[src/rtl/uart_duplex_if.sv]
// Byte-side handshake bundle for uart_duplex: TX write channel and RX read channel.
interface uart_duplex_if #(
  parameter int unsigned DATA_BITS = 8
);
  logic [DATA_BITS-1:0] tx_data;
  logic                 tx_valid;
  logic                 tx_ready;
  logic [DATA_BITS-1:0] rx_data;
  logic                 rx_valid;
  logic                 rx_ready;

  modport master (
    output tx_data, tx_valid, rx_ready,
    input  tx_ready, rx_data, rx_valid
  );

  modport slave (
    input  tx_data, tx_valid, rx_ready,
    output tx_ready, rx_data, rx_valid
  );
endinterface

[src/rtl/uart_duplex.sv]
// Parametrised full-duplex UART core with valid/ready byte channels,
// RX holding register and sticky error flags.
// Optional parity bit enabled by defining UART_PARITY_EN.
module uart_duplex #(
  parameter int unsigned CLK_HZ     = 5_000_000,
  parameter int unsigned BAUD       = 9600,
  parameter int unsigned DATA_BITS  = 8,
  parameter int unsigned STOP_BITS  = 1,
  parameter int unsigned PARITY_ODD = 0
) (
  input  logic         clock,
  input  logic         reset_n,
  uart_duplex_if.slave bus,
  output logic         tx,
  input  logic         rx,
  output logic         frame_err,
  output logic         overrun,
  output logic         parity_err,
  input  logic         err_clear
);

  localparam int unsigned DIV = CLK_HZ / BAUD;
  localparam int unsigned CW  = $clog2(DIV);
  localparam int unsigned BW  = $clog2(DATA_BITS + 1);

  // Reject parameter sets the datapath cannot represent.
  if (DIV < 4 || DATA_BITS < 5 || DATA_BITS > 9 ||
      (STOP_BITS != 1 && STOP_BITS != 2) || PARITY_ODD > 1) begin : g_bad_params
    $error("uart_duplex: illegal parameter set");
  end

  typedef enum logic [2:0] {
    S_IDLE,
    S_START,
    S_DATA,
`ifdef UART_PARITY_EN
    S_PARITY,
`endif
    S_STOP
  } state_t;

  // ---------------------------------------------------------------- TX
  state_t               tx_state;
  logic [CW-1:0]        tx_cnt;
  logic [BW-1:0]        tx_bit;
  logic [DATA_BITS-1:0] tx_shreg;
  logic                 tx_rdy;
  logic                 tx_tick;
`ifdef UART_PARITY_EN
  logic                 tx_par;
`endif

  assign tx_tick      = (tx_cnt == CW'(DIV - 1));
  assign bus.tx_ready = tx_rdy;

  // Transmit FSM: start bit, LSB-first data, optional parity, stop bits.
  always_ff @(posedge clock or negedge reset_n) begin
    if (!reset_n) begin
      tx_state <= S_IDLE;
      tx_cnt   <= '0;
      tx_bit   <= '0;
      tx_shreg <= '0;
      tx_rdy   <= 1'b1;
      tx       <= 1'b1;
`ifdef UART_PARITY_EN
      tx_par   <= 1'b0;
`endif
    end else begin
      case (tx_state)
        S_IDLE: begin
          if (bus.tx_valid) begin
            tx_shreg <= bus.tx_data;
            tx_rdy   <= 1'b0;
            tx       <= 1'b0;
            tx_cnt   <= '0;
            tx_state <= S_START;
`ifdef UART_PARITY_EN
            tx_par   <= (^bus.tx_data) ^ 1'(PARITY_ODD);
`endif
          end
        end
        S_START: begin
          if (tx_tick) begin
            tx_cnt   <= '0;
            tx       <= tx_shreg[0];
            tx_shreg <= tx_shreg >> 1;
            tx_bit   <= '0;
            tx_state <= S_DATA;
          end else begin
            tx_cnt <= tx_cnt + CW'(1);
          end
        end
        S_DATA: begin
          if (tx_tick) begin
            tx_cnt <= '0;
            if (tx_bit == BW'(DATA_BITS - 1)) begin
              tx_bit   <= '0;
`ifdef UART_PARITY_EN
              tx       <= tx_par;
              tx_state <= S_PARITY;
`else
              tx       <= 1'b1;
              tx_state <= S_STOP;
`endif
            end else begin
              tx       <= tx_shreg[0];
              tx_shreg <= tx_shreg >> 1;
              tx_bit   <= tx_bit + BW'(1);
            end
          end else begin
            tx_cnt <= tx_cnt + CW'(1);
          end
        end
`ifdef UART_PARITY_EN
        S_PARITY: begin
          if (tx_tick) begin
            tx_cnt   <= '0;
            tx       <= 1'b1;
            tx_state <= S_STOP;
          end else begin
            tx_cnt <= tx_cnt + CW'(1);
          end
        end
`endif
        S_STOP: begin
          if (tx_tick) begin
            tx_cnt <= '0;
            if (tx_bit == BW'(STOP_BITS - 1)) begin
              tx_bit   <= '0;
              tx_rdy   <= 1'b1;
              tx_state <= S_IDLE;
            end else begin
              tx_bit <= tx_bit + BW'(1);
            end
          end else begin
            tx_cnt <= tx_cnt + CW'(1);
          end
        end
        default: begin
          tx_state <= S_IDLE;
          tx       <= 1'b1;
          tx_rdy   <= 1'b1;
        end
      endcase
    end
  end

  // ---------------------------------------------------------------- RX
  logic                 rx_meta;
  logic                 rx_s;
  state_t               rx_state;
  logic [CW-1:0]        rx_cnt;
  logic [BW-1:0]        rx_bit;
  logic [DATA_BITS-1:0] rx_shreg;
  logic [DATA_BITS-1:0] rx_dat;
  logic                 rx_vld;
  logic                 rx_tick;
  logic                 stop_sample;
  logic                 fe_set;
  logic                 ov_set;

  assign rx_tick      = (rx_cnt == CW'(DIV - 1));
  assign stop_sample  = (rx_state == S_STOP) && rx_tick;
  assign fe_set       = stop_sample && !rx_s;
  assign ov_set       = stop_sample && rx_vld && !bus.rx_ready;
  assign bus.rx_data  = rx_dat;
  assign bus.rx_valid = rx_vld;

  // Two-flop synchroniser for the asynchronous serial input; idles high.
  always_ff @(posedge clock or negedge reset_n) begin
    if (!reset_n) begin
      rx_meta <= 1'b1;
      rx_s    <= 1'b1;
    end else begin
      rx_meta <= rx;
      rx_s    <= rx_meta;
    end
  end

  // Receive FSM: mid-bit sampling, false-start rejection, early exit after stop sample.
  always_ff @(posedge clock or negedge reset_n) begin
    if (!reset_n) begin
      rx_state <= S_IDLE;
      rx_cnt   <= '0;
      rx_bit   <= '0;
      rx_shreg <= '0;
    end else begin
      case (rx_state)
        S_IDLE: begin
          if (!rx_s) begin
            rx_cnt   <= '0;
            rx_state <= S_START;
          end
        end
        S_START: begin
          if (rx_cnt == CW'(DIV / 2)) begin
            rx_cnt <= '0;
            if (rx_s) begin
              rx_state <= S_IDLE;
            end else begin
              rx_bit   <= '0;
              rx_state <= S_DATA;
            end
          end else begin
            rx_cnt <= rx_cnt + CW'(1);
          end
        end
        S_DATA: begin
          if (rx_tick) begin
            rx_cnt   <= '0;
            rx_shreg <= {rx_s, rx_shreg[DATA_BITS-1:1]};
            if (rx_bit == BW'(DATA_BITS - 1)) begin
              rx_bit   <= '0;
`ifdef UART_PARITY_EN
              rx_state <= S_PARITY;
`else
              rx_state <= S_STOP;
`endif
            end else begin
              rx_bit <= rx_bit + BW'(1);
            end
          end else begin
            rx_cnt <= rx_cnt + CW'(1);
          end
        end
`ifdef UART_PARITY_EN
        S_PARITY: begin
          if (rx_tick) begin
            rx_cnt   <= '0;
            rx_state <= S_STOP;
          end else begin
            rx_cnt <= rx_cnt + CW'(1);
          end
        end
`endif
        S_STOP: begin
          if (rx_tick) begin
            rx_cnt   <= '0;
            rx_state <= S_IDLE;
          end else begin
            rx_cnt <= rx_cnt + CW'(1);
          end
        end
        default: rx_state <= S_IDLE;
      endcase
    end
  end

  // Holding register: load on frame completion unless an unread byte is kept.
  always_ff @(posedge clock or negedge reset_n) begin
    if (!reset_n) begin
      rx_dat <= '0;
      rx_vld <= 1'b0;
    end else if (stop_sample) begin
      if (!rx_vld || bus.rx_ready) begin
        rx_dat <= rx_shreg;
        rx_vld <= 1'b1;
      end
    end else if (rx_vld && bus.rx_ready) begin
      rx_vld <= 1'b0;
    end
  end

  // Sticky flags; a coincident set beats err_clear.
  always_ff @(posedge clock or negedge reset_n) begin
    if (!reset_n) begin
      frame_err <= 1'b0;
      overrun   <= 1'b0;
    end else begin
      frame_err <= fe_set | (frame_err & ~err_clear);
      overrun   <= ov_set | (overrun & ~err_clear);
    end
  end

`ifdef UART_PARITY_EN
  logic pe_set;
  assign pe_set = (rx_state == S_PARITY) && rx_tick &&
                  (rx_s != ((^rx_shreg) ^ 1'(PARITY_ODD)));

  // Sticky parity flag.
  always_ff @(posedge clock or negedge reset_n) begin
    if (!reset_n) begin
      parity_err <= 1'b0;
    end else begin
      parity_err <= pe_set | (parity_err & ~err_clear);
    end
  end
`else
  assign parity_err = 1'b0;
`endif

endmodule
[src/flat_wrapper.sv]
// flat-port wrapper written by rule: the top's interface ports become plain ports
module uart_duplex_flat 
#(
  parameter int unsigned CLK_HZ     = 5_000_000,
  parameter int unsigned BAUD       = 9600,
  parameter int unsigned DATA_BITS  = 8,
  parameter int unsigned STOP_BITS  = 1,
  parameter int unsigned PARITY_ODD = 0
)
  (clock, reset_n, tx, rx, frame_err, overrun, parity_err, err_clear, bus_tx_data, bus_tx_valid, bus_rx_ready, bus_tx_ready, bus_rx_data, bus_rx_valid);
  uart_duplex_if #(.DATA_BITS(DATA_BITS)) bus_i ();
  input  logic clock;
  input  logic reset_n;
  output logic tx;
  input  logic rx;
  output logic frame_err;
  output logic overrun;
  output logic parity_err;
  input  logic err_clear;
  input wire logic [$bits(bus_i.tx_data)-1:0] bus_tx_data;
  input wire logic [$bits(bus_i.tx_valid)-1:0] bus_tx_valid;
  input wire logic [$bits(bus_i.rx_ready)-1:0] bus_rx_ready;
  output wire logic [$bits(bus_i.tx_ready)-1:0] bus_tx_ready;
  output wire logic [$bits(bus_i.rx_data)-1:0] bus_rx_data;
  output wire logic [$bits(bus_i.rx_valid)-1:0] bus_rx_valid;
  assign bus_i.tx_data = bus_tx_data;
  assign bus_i.tx_valid = bus_tx_valid;
  assign bus_i.rx_ready = bus_rx_ready;
  assign bus_tx_ready = bus_i.tx_ready;
  assign bus_rx_data = bus_i.rx_data;
  assign bus_rx_valid = bus_i.rx_valid;
  uart_duplex #(.CLK_HZ(CLK_HZ), .BAUD(BAUD), .DATA_BITS(DATA_BITS), .STOP_BITS(STOP_BITS), .PARITY_ODD(PARITY_ODD)) u_core (.clock(clock), .reset_n(reset_n), .bus(bus_i), .tx(tx), .rx(rx), .frame_err(frame_err), .overrun(overrun), .parity_err(parity_err), .err_clear(err_clear));
endmodule
[config.mk]
export PLATFORM = sky130hd
export DESIGN_NAME = uart_duplex_flat
export DESIGN_NICKNAME = d
export VERILOG_FILES = /design/src/rtl/uart_duplex_if.sv /design/src/rtl/uart_duplex.sv /design/src/flat_wrapper.sv
export SDC_FILE = /design/constraint.sdc
export NUM_CORES = 1
export LEC_CHECK = 0
export CAP_MARGIN = 20
export CELL_PAD_IN_SITES_DETAIL_PLACEMENT = 1
export CELL_PAD_IN_SITES_GLOBAL_PLACEMENT = 2
export CORE_ASPECT_RATIO = 0.7
export CORE_UTILIZATION = 34
export CTS_CLUSTER_DIAMETER = 40
export DETAILED_ROUTE_END_ITERATION = 16
export GPL_ROUTABILITY_DRIVEN = 1
export GPL_TIMING_DRIVEN = 1
export PLACE_DENSITY_LB_ADDON = 0.1
export SYNTH_ARGS = -nofsm -noshare
export SYNTH_HDL_FRONTEND = slang
export SYNTH_SLANG_ARGS = --single-unit
[constraint.sdc]
create_clock -name clock -period 1.99 [get_ports clock]
set_input_delay 0.398 -clock clock [delete_from_list [all_inputs] [get_ports clock]]
set_output_delay 0.398 -clock clock [all_outputs]
set_load 0.1 [all_outputs]
==> Implementation_results.wiki <==
{| class="wikitable"
! Metric !! Value
|-
| Outcome || finished, final reports clean
|-
| Via density per instance || 5.162
|-
| Average cell area after synthesis || 10.85 sq um
|-
| PD cells || 660.8 nW/um^2
|-
| Max rail drop VDD || 0.0005212 V
|-
| Leading register cell type out of synthesis || dfrtp_1
|-
| Share of the synthesized area in the top cell type || 0.4507
|-
| Post-Route WL || 8.392 mm
|-
| Worst stage delay on the critical path || 0.61 ns
|-
| Critical path launch point type || flop
|-
| Post-synth top area cell || dfrtp_1
|-
| Die width || 119.3 um
|-
| Global-route wire length before repair || 14.66 mm
|-
| Number of inserted diodes || 0
|-
| Setup Fix Bufs, Post-CTS || 0
|-
| Classification of the worst-slack hold path || reg2reg
|-
| RSZ-0062 raised after global routing || true
|-
| Detail Route Antenna Nets || 0
|-
| Sequential area share after synthesis || 0.4828
|-
| Die area || 10,040 sq um
|-
| Highest achievable clock rate || 506.3 MHz
|-
| Initial antenna violation count || 0
|-
| Data arrival at the endpoint of the critical path || 2.18 ns
|-
| Worst setup path start || u_core.tx_cnt[7]
|-
| Proportion of register bits with asynchronous set or reset after synthesis || 1.000
|-
| GRT overflow || 0
|-
| Critical path class || reg2reg
|-
| Syn-to-layout area delta || 31.93%
|-
| Most area-consuming cells after synthesis || dfrtp_1, mux2_2, ha_1, dfstp_2, o21ai_0
|-
| Instance count along the most critical hold path || 0
|-
| Initial Utilization || 0.3554
|-
| Critical path capture point type || flop
|-
| Register-to-Register Path Depth || 4
|-
| Number of buffers added on ports || 26
|-
| Number of levels in the clock H-tree || 3
|-
| Largest net degree at the start of global routing || 49
|-
| Count of synthesis-stage warnings from yosys || 0
|-
| Commonest cells after routing, fill and taps aside || dfrtp_1, buf_4, mux2_2
|-
| Share of power burned in the clock network || 0.524
|-
| Startpoint of the tightest hold check path || u_core.rx_meta
|-
| Clock input transition at the sequential cells of the worst setup and hold paths || 0.06 ns
|-
| IO Count || 28
|-
| Die height || 84.12 um
|-
| Seq cells post-synth || 63
|-
| Data required, critical path || 2.20 ns
|-
| Global-route usage over all layers || 0.1893
|-
| End of the worst register-to-register path || u_core.tx_state[1]
|-
| Setup violation total in the final timing report || 0
|-
| Design Area, Final || 4322 sq um
|-
| Via count of the first global-routing pass || 2,834
|-
| Number of hold violations in the final report || 0
|-
| Register-to-register setup slack || 0.02 ns
|-
| Sum of internal, switching and leakage power || 2856 uW
|-
| Core Box Area || 9216 sq um
|-
| WP buf/inv || 0
|-
| Number of flops mapped to enable cells by yosys || 0
|-
| Combinational share of power || 0.025
|-
| Clock buffers created by TritonCTS || 9
|-
| CTS tree || done
|-
| Post-layout net count || 402
|-
| Half-perimeter wire length after placement || 6.167 mm
|-
| Clk root buf || clkbuf_16
|-
| Commonest non-fill, non-tap cell in the layout || dfrtp_1
|-
| Slowest stage cell, crit path || or4b_4
|-
| Summed instance area of the synthesized netlist || 3276 sq um
|-
| Startpoint of the worst-slack reg-to-reg timing path || u_core.tx_cnt[7]
|-
| Drt wl/cell || 16.58 um
|-
| DRC || 0
|-
| Post-synth net total || 327
|-
| Clock latency reported for the late side of the worst-skew pair || 0.33 ns
|-
| Number of cells produced by synthesis || 302
|-
| Shortest period the worst path allows || 1.975 ns
|-
| Iteration count of the initial detailed-routing pass || 4
|-
| First-iteration detailed-routing DRC count || 149
|-
| Leak || 0.001973 uW
|-
| Worst clock skew || 0.007931 ns
|-
| Sequential cell fraction of total power || 0.451
|-
| Final standard cell utilization of the core || 0.4689
|-
| Largest fanout on the critical path || 6
|-
| Crit share post-route || 0.9924
|-
| Worst-case clock buffer depth || 2
|-
| Count of unique library cells instantiated by Yosys || 63
|-
| Endpoint with the worst hold slack || u_core.rx_s
|-
| Fraction of final layout cells with drive strength greater than 1 || 0.3455
|-
| Cell-by-cell listing of the critical path || or4b_4 > o31a_1 > nor3_2 > mux2_1
|-
| Number of fillers in the final layout || 1,014
|-
| CP delay by family, top || simple AND/OR/NAND/NOR gates
|-
| Via count || 2,612
|-
| Number of standard-cell rows in the floorplan || 29
|-
| Final worst hold slack || 0.3563 ns
|-
| CTS sink count || 63
|-
| Post-placement cell area || 3994 sq um
|-
| Internal portion of total power || 2199 uW
|-
| Final number of max-transition violations || 0
|-
| Placer's final routability congestion estimate || 0.7602
|-
| Total Neg Setup Slack || 0 ns
|-
| Net switching component of the power || 656.8 uW
|-
| Net Sw Frac || 0.2300
|-
| Maxcap violations || 0
|}
state kept, by name (all words and copies together), names as in the netlist, 2 cells and up:
name	flops
u_core.rx_cnt	10
u_core.rx_state	2
u_core.rx_shreg	8
u_core.rx_bit	4
u_core.bus.rx_data	8
u_core.tx_bit	4
u_core.tx_state	2
u_core.tx_shreg	8
u_core.tx_cnt	10
how the worst max path moves through the flow:
stage	to	slack [ns]	cells after the start
after floorplan	u_core.tx_state[1]	0.02	5
after global placement	u_core.tx_state[1]	-0.02	4
after detailed placement	u_core.tx_state[1]	-0.07	4
after CTS	u_core.tx_state[1]	0.01	4
after global routing	u_core.bus.tx_ready	-0.04	6
final	u_core.tx_state[1]	0.02	4
metrics by stage:
stage | worst slack, ns | instances
2_1_floorplan | 0.01647 | 302
3_3_place_gp | -0.02064 | 489
3_5_place_dp | -0.06959 | 489
4_1_cts | 0.01079 | 506
5_1_grt | -0.03908 | 506
6_report | 0.01508 | 506
timing repair:
| item | in CTS | in global routing |
|---|---|---|
| hold endpoints to repair | 4 | 0 |
| hold buffers | 1 | 0 |
| resized for setup | 3 | 7 |
| setup endpoints to repair | 12 | 24 |
| pin swaps | 0 | 3 |
cells by family after synthesis:
| logic type | synth area share |
|---|---|
| other cells | 0.001145 |
| fa+ha+maj | 0.04202 |
| mux | 0.1192 |
| xor+xnor | 0.01070 |
| flops | 0.4828 |
| buf+inv | 0.02788 |
| compound gates | 0.1482 |
| simple gates | 0.1681 |
worst reg2reg max path, stage by stage, from the launching register on:
cell and delay [ns]:
dfrtp_1 0.40, or4b_4 0.61, o31a_1 0.35, nor3_2 0.17, mux2_1 0.34
layer usage:
| layer | vias up | GRT usage | wire length (um) |
|---|---|---|---|
| met4 | 0 | 0.05795 | 85 |
| met2 | 37 | 0.2690 | 3457 |
| met5 | - | 0 | 0 |
| met1 | 1301 | 0.2806 | 4612 |
| met3 | 5 | 0.04713 | 237 |
| li1 | 1269 | - | - |
layout make-up:
type	instances	area [sq um]	share of cell area
Timing Repair Buffer	72	608.1	0.1407
Inverter	15	56.30	0.01303
Sequential cell	63	1584	0.3665
Tap cell	124	155.1	0.03590
Clock inverter	6	43.79	0.01013
Multi-Input combinational cell	216	1635	0.3784
Clock buffer	10	239.0	0.05530
power by group through the flow:
stage	Combinational [uW]	Clock, uW	Sequential (uW)
after floorplan	12.6	0	1310
after global placement	73.0	0	1310
after detailed placement	73.7	0	1310
after CTS	75.1	1560	1290
after global routing	80.3	1610	1290
final	72.2	1500	1290
synth_stat cells (2+ instances only):
cell	n
dfrtp_1	59
mux2_2	31
nand2_1	23
o21ai_0	19
inv_1	15
ha_1	11
nand3_1	11
nor2_1	10
a21oi_1	8
clkbuf_1	6
nor2b_1	6
nor3_1	6
o22ai_1	6
o31ai_1	6
nand4_1	5
o211ai_1	5
and3_1	4
dfstp_2	4
nand2b_1	4
a31oi_1	3
and3b_1	3
mux2i_1	3
xor2_1	3
a21o_1	2
a22o_1	2
a32o_1	2
a41oi_1	2
and3_2	2
nand3b_1	2
nor2_2	2
nor3b_1	2
o31a_1	2
or3_1	2
or4_1	2
No activity file was read; power rests on OpenSTA's default activity.
